### config.mk
export PLATFORM = sky130hd
export DESIGN_NAME = memory_stage
export DESIGN_NICKNAME = d
export VERILOG_FILES = /design/src/rtl/memory_stage.sv
export SDC_FILE = /design/constraint.sdc
export NUM_CORES = 1
export LEC_CHECK = 0
export BUFFER_PORTS_ARGS = -buffer_cell sky130_fd_sc_hd__buf_2
export CORE_AREA = 5 5 163 165
export DETAILED_ROUTE_END_ITERATION = 8
export DIE_AREA = 0 0 168 170
export MAX_ROUTING_LAYER = met4
export PLACE_DENSITY = 0.79
export SLEW_MARGIN = 20
export SYNTH_ARGS = -nofsm -noshare
export SYNTH_HDL_FRONTEND = slang
export SYNTH_SLANG_ARGS = --single-unit
export TNS_END_PERCENT = 20
### constraint.sdc
create_clock -name clk -period 4.3 [get_ports clk]
set_input_delay 0.215 -clock clk [delete_from_list [all_inputs] [get_ports clk]]
set_output_delay 0.215 -clock clk [all_outputs]
set_load 0.02 [all_outputs]
### src/rtl/memory_stage.sv
// Stage 4 of the RV32 pipeline: EX/MEM and MEM/WB registers plus the lw/sw
// data-memory handshake, with upstream stall and a request timeout.
module memory_stage #(
    parameter int TIMEOUT = 16
) (
    input  logic        clk,
    input  logic        reset,
    input  logic [31:0] ir4_input,
    input  logic [31:0] pc4_input,
    input  logic [31:0] z4_input,
    input  logic [31:0] md4_input,
    output logic [31:0] ir4_output,
    output logic [31:0] pc4_output,
    output logic [31:0] z4_output,
    output logic [31:0] ir5_output,
    output logic [31:0] pc5_output,
    output logic [31:0] z5_output,
    output logic        stall,
    output logic        dmem_req,
    output logic        dmem_we,
    output logic [31:0] dmem_addr,
    output logic [31:0] dmem_wdata,
    input  logic [31:0] dmem_rdata,
    input  logic        dmem_ack,
    output logic        misalign_err,
    output logic        bus_err
);

    localparam logic [7:0] TIMEOUT_CNT = 8'(TIMEOUT);

    typedef enum logic {IDLE, WAIT} state_t;

    state_t      state_q, state_d;
    logic [7:0]  cnt_q, cnt_d;
    logic [31:0] ir4_q, ir4_d, pc4_q, pc4_d, z4_q, z4_d, md4_q, md4_d;
    logic [31:0] ir5_q, ir5_d, pc5_q, pc5_d, z5_q, z5_d;
    logic        misalign_q, misalign_d, bus_err_q, bus_err_d;

    logic is_lw, is_sw, mem_access, misaligned, mem_op, abort, complete;

    always_comb begin
        is_lw      = (ir4_q[6:0] == 7'b0000011) && (ir4_q[14:12] == 3'b010);
        is_sw      = (ir4_q[6:0] == 7'b0100011) && (ir4_q[14:12] == 3'b010);
        mem_access = is_lw || is_sw;
        misaligned = mem_access && (z4_q[1:0] != 2'b00);
        mem_op     = mem_access && (z4_q[1:0] == 2'b00);
        dmem_req   = (state_q == WAIT) ? 1'b1 : mem_op;
        abort      = (state_q == WAIT) && (cnt_q == TIMEOUT_CNT) && !dmem_ack;
        complete   = dmem_req && dmem_ack;
        stall      = dmem_req && !dmem_ack && !abort;
    end

    // Handshake FSM: IDLE completes zero-wait accesses itself, WAIT counts req cycles.
    always_comb begin
        state_d   = state_q;
        cnt_d     = cnt_q;
        bus_err_d = bus_err_q;
        unique case (state_q)
            IDLE: begin
                if (mem_op && !dmem_ack) begin
                    state_d = WAIT;
                    cnt_d   = 8'd1;
                end
            end
            WAIT: begin
                if (dmem_ack) begin
                    state_d = IDLE;
                    cnt_d   = 8'd0;
                end else if (abort) begin
                    state_d   = IDLE;
                    cnt_d     = 8'd0;
                    bus_err_d = 1'b1;
                end else begin
                    cnt_d = cnt_q + 8'd1;
                end
            end
            default: begin
                state_d = IDLE;
                cnt_d   = 8'd0;
            end
        endcase
    end

    always_comb begin
        ir4_d      = ir4_q;
        pc4_d      = pc4_q;
        z4_d       = z4_q;
        md4_d      = md4_q;
        ir5_d      = 32'h0;
        pc5_d      = pc5_q;
        z5_d       = z5_q;
        misalign_d = misalign_q || misaligned;
        if (!stall) begin
            ir4_d = ir4_input;
            pc4_d = pc4_input;
            z4_d  = z4_input;
            md4_d = md4_input;
            ir5_d = (abort || misaligned) ? 32'h0 : ir4_q;
            pc5_d = pc4_q;
            z5_d  = (complete && is_lw) ? dmem_rdata : z4_q;
        end
    end

    always_ff @(posedge clk) begin
        if (!reset) begin
            state_q    <= IDLE;
            cnt_q      <= 8'd0;
            ir4_q      <= 32'h0;
            pc4_q      <= 32'h0;
            z4_q       <= 32'h0;
            md4_q      <= 32'h0;
            ir5_q      <= 32'h0;
            pc5_q      <= 32'h0;
            z5_q       <= 32'h0;
            misalign_q <= 1'b0;
            bus_err_q  <= 1'b0;
        end else begin
            state_q    <= state_d;
            cnt_q      <= cnt_d;
            ir4_q      <= ir4_d;
            pc4_q      <= pc4_d;
            z4_q       <= z4_d;
            md4_q      <= md4_d;
            ir5_q      <= ir5_d;
            pc5_q      <= pc5_d;
            z5_q       <= z5_d;
            misalign_q <= misalign_d;
            bus_err_q  <= bus_err_d;
        end
    end

    assign ir4_output   = ir4_q;
    assign pc4_output   = pc4_q;
    assign z4_output    = z4_q;
    assign ir5_output   = ir5_q;
    assign pc5_output   = pc5_q;
    assign z5_output    = z5_q;
    assign dmem_we      = is_sw;
    assign dmem_addr    = z4_q;
    assign dmem_wdata   = md4_q;
    assign misalign_err = misalign_q;
    assign bus_err      = bus_err_q;

endmodule

==> flow_summary.yaml <==
status:
  outcome: "finished, final reports clean"
die:
  die_w_um: 168
  dieArea_sq_um: 28600
  initial_core_util_pct: 40.3
  die_h_um: 170
  row_count: 58
  core_sq_um: 24900
  io_pins: 424
timing:
  timing.fmax_ghz: 0.298
  finalSetupViolCount: 0
  post-route-period-util_pct: 78.1
  fin_worst_skew_ns: 0.0129
  period_needed_ns: 3.36
  rsz0062_at_grt: "no"
  worstMarginPinSlew_ns: 0.956
  hold_viol: 0
  tns_ns: 0
  slew_viol_final: 0
  max_slew_margin_pct: 36.3
clock_network:
  numCtsBuffers: 27
  clock-sinks: 235
  cts-resized-gates: 0
  cts_setup_buffers: 0
  htree_levels: 1
  cts_buffer_depth: 3
  cts-hold-fix-buffers: 126
  clock_latency_ns: 0.53
  path_clk_slew_ns: 0.06
  cts-root-buf: "clkbuf_16"
  cts_tree: "yes"
setup_path:
  crit_type: "reg2out"
  cp.required_ns: 4.09
  r2r_cells: 5
  slowest_delay_ns: 0.95
  crit_arrival_ns: 3.14
  worstSetupStartpointType: "flip-flop"
  crit_fanout: 84
  cp-end-kind: "output pin"
  path_cells: "and2b_1 > o41a_2 > nor2_8 > inv_1 > buf_2"
  cpMaxStageDelayCell: "dfxtp_4"
layout:
  multi_input_area_sq_um: 4320
  regArea_sq_um: 4710
  drive_gt1_share_pct: 32.3
  syn2layout_area_growth_pct: 39.5
  num-nets-final: 1706
  fillers: 2081
power_and_ir_drop:
  cellPowerDensity_nw_per_um2: 369
  leakage_uw: 0.00613
  power_uw: 5160
  ir_drop_uv: 354
grt:
  first_global_vias: 10359
  grt.total_usage_pct: 24.5
  grt_pass1_wl_mm: 56.9
  grt_antenna_before_repair: 2
  grt_max_degree: 131
  overflow: 0
logic_synthesis:
  synth.area.top_cells: "dfxtp_1 (47%), o211ai_1 (12%), a21oi_1 (8.4%), o21ai_0 (8.0%), clkbuf_1 (3.7%)"
  ys_seq_area_share_pct: 46.9
  ys_ff_latch: 235
  synth.distinct_cells: 47
  synth_cells: 1120
  synthFlopType: "dfxtp_1"
  synth_most_common_cell: "dfxtp_1"
  avgSynthCellArea_sq_um: 8.96
  synth-edff-count: 0
  synth_nets: 1285
  async_flop_share_pct: 0
  synth_largest_area_cell: "dfxtp_1"
  synth_top_area_share_pct: 46.9
  yosys-top-cells-count: "dfxtp_1 (235), a21oi_1 (168), o211ai_1 (161), o21ai_0 (160), clkbuf_1 (99)"
  syn_area_sq_um: 10000
  synth_warnings: 0
drt:
  avgRoutedWirePerCell_um: 19.5
  drt_iter0_drc: 1294
  top_layer: "met4"
  wl_met2_mm: 17.9
  finalWirelength_mm: 36.9
  viasPerCell: 5.74
  route.met3.wl_mm: 3.34
  ant_nets: 0
  wl_met1_mm: 14.1
  drtPass1Iterations: 7
  drcViolationCount: 0
  vias: 10853
job:
  cap_viol_max_count: 0
hold_path:
  hold_depth: 3
  hp-class: "in2reg"
place:
  routabilityCongestion: 0.896
  io_buffers: 423
  post-dp-hpwl_mm: 22.3
[kinds of logic (layout without fill, tap and decap cells)]
family	count (synthesis)	count (layout)	synth area share (%)
other cells	0	4	0
buf+inv	211	649	10.1
fa+ha+maj	2	2	0.249
compound gates	568	568	36.2
simple gates	104	104	6.52
flops	235	235	46.9
[area by class of cell]
class	instances	share of cell area (%)
Tap cell	330	2.95
Inverter	38	1.04
Antenna cell	4	0.0715
Clock inverter	7	0.510
Clock buffer	39	5.51
Multi-Input combinational cell	674	30.9
Sequential cell	235	33.7
Timing Repair Buffer	565	25.4
[metal layers]
metal  global-route usage, %  vias to the layer above
met5                       -                        -
met4                    9.67                        0
met3                    4.69                      127
met2                    40.1                      647
met1                    30.1                     5090
li1                        -                     4989
[cells in the final DEF (no fill, tap or decap), drive strengths merged, types with 2 or more instances in the layout]
cell type	n
buf	439
dfxtp	235
a21oi	168
o211ai	161
o21ai	160
dlygate4sd3	126
inv	39
clkbuf	39
and3	34
and2	34
o221ai	32
o221a	32
nand2	8
nand3	5
nor2	5
diode	4
a211oi	4
clkinvlp	3
nor4	3
or3	3
a41oi	2
ha	2
clkinv	2
and4	2
[worst max-delay path, delay by kind of cell, from the launching register on]
| family | cells | cell delay, ns |
|---|---|---|
| DFF | 1 | 0.95 |
| AOI/OAI and AO/OA | 1 | 0.72 |
| and+or+nand+nor | 2 | 0.56 |
| buffers and inverters | 2 | 0.28 |
[per-stage QoR]
step	utilization (%)	cell area [sq um]	worst slack [ns]	hold slack, ns	instances
finish	56.2	14000	0.943	0.0329	1892
global route	56.2	14000	0.757	0.0151	1890
CTS	56.1	14000	0.976	0.000462	1887
detailed placement	47.6	11900	1.31	0.444	1715
global placement	47.6	11900	1.38	0.440	1715
floorplan	-	10000	2.39	0.384	1120
[power by group]
group,total (uW),internal (uW),leakage [uW],switching (uW)
Clock,2180,1300,0.000404,889
Sequential,2350,2280,0.00194,74.2
Combinational,624,283,0.00378,340
[state kept, by name, indices dropped and copies added, names as in the netlist]
| register | cells |
|---|---|
| dmem_wdata | 32 |
| cnt_q | 8 |
| misalign_err | 1 |
| bus_err | 1 |
| pc5_output | 32 |
| ir4_output | 32 |
| state_q | 1 |
| ir5_output | 32 |
| z5_output | 32 |
| pc4_output | 32 |
| dmem_addr | 32 |
[worst paths after layout]
check / from / end / slack (ns)
worst min-delay path: md4_input[31] / dmem_wdata[31] / 0.03
worst max-delay path: state_q / stall / 0.94
worst min register to register: misalign_err / misalign_err / 0.45
worst max register to register: ir4_output[4] / pc4_output[11] / 1.25
No activity file was read; power rests on OpenSTA's default activity.
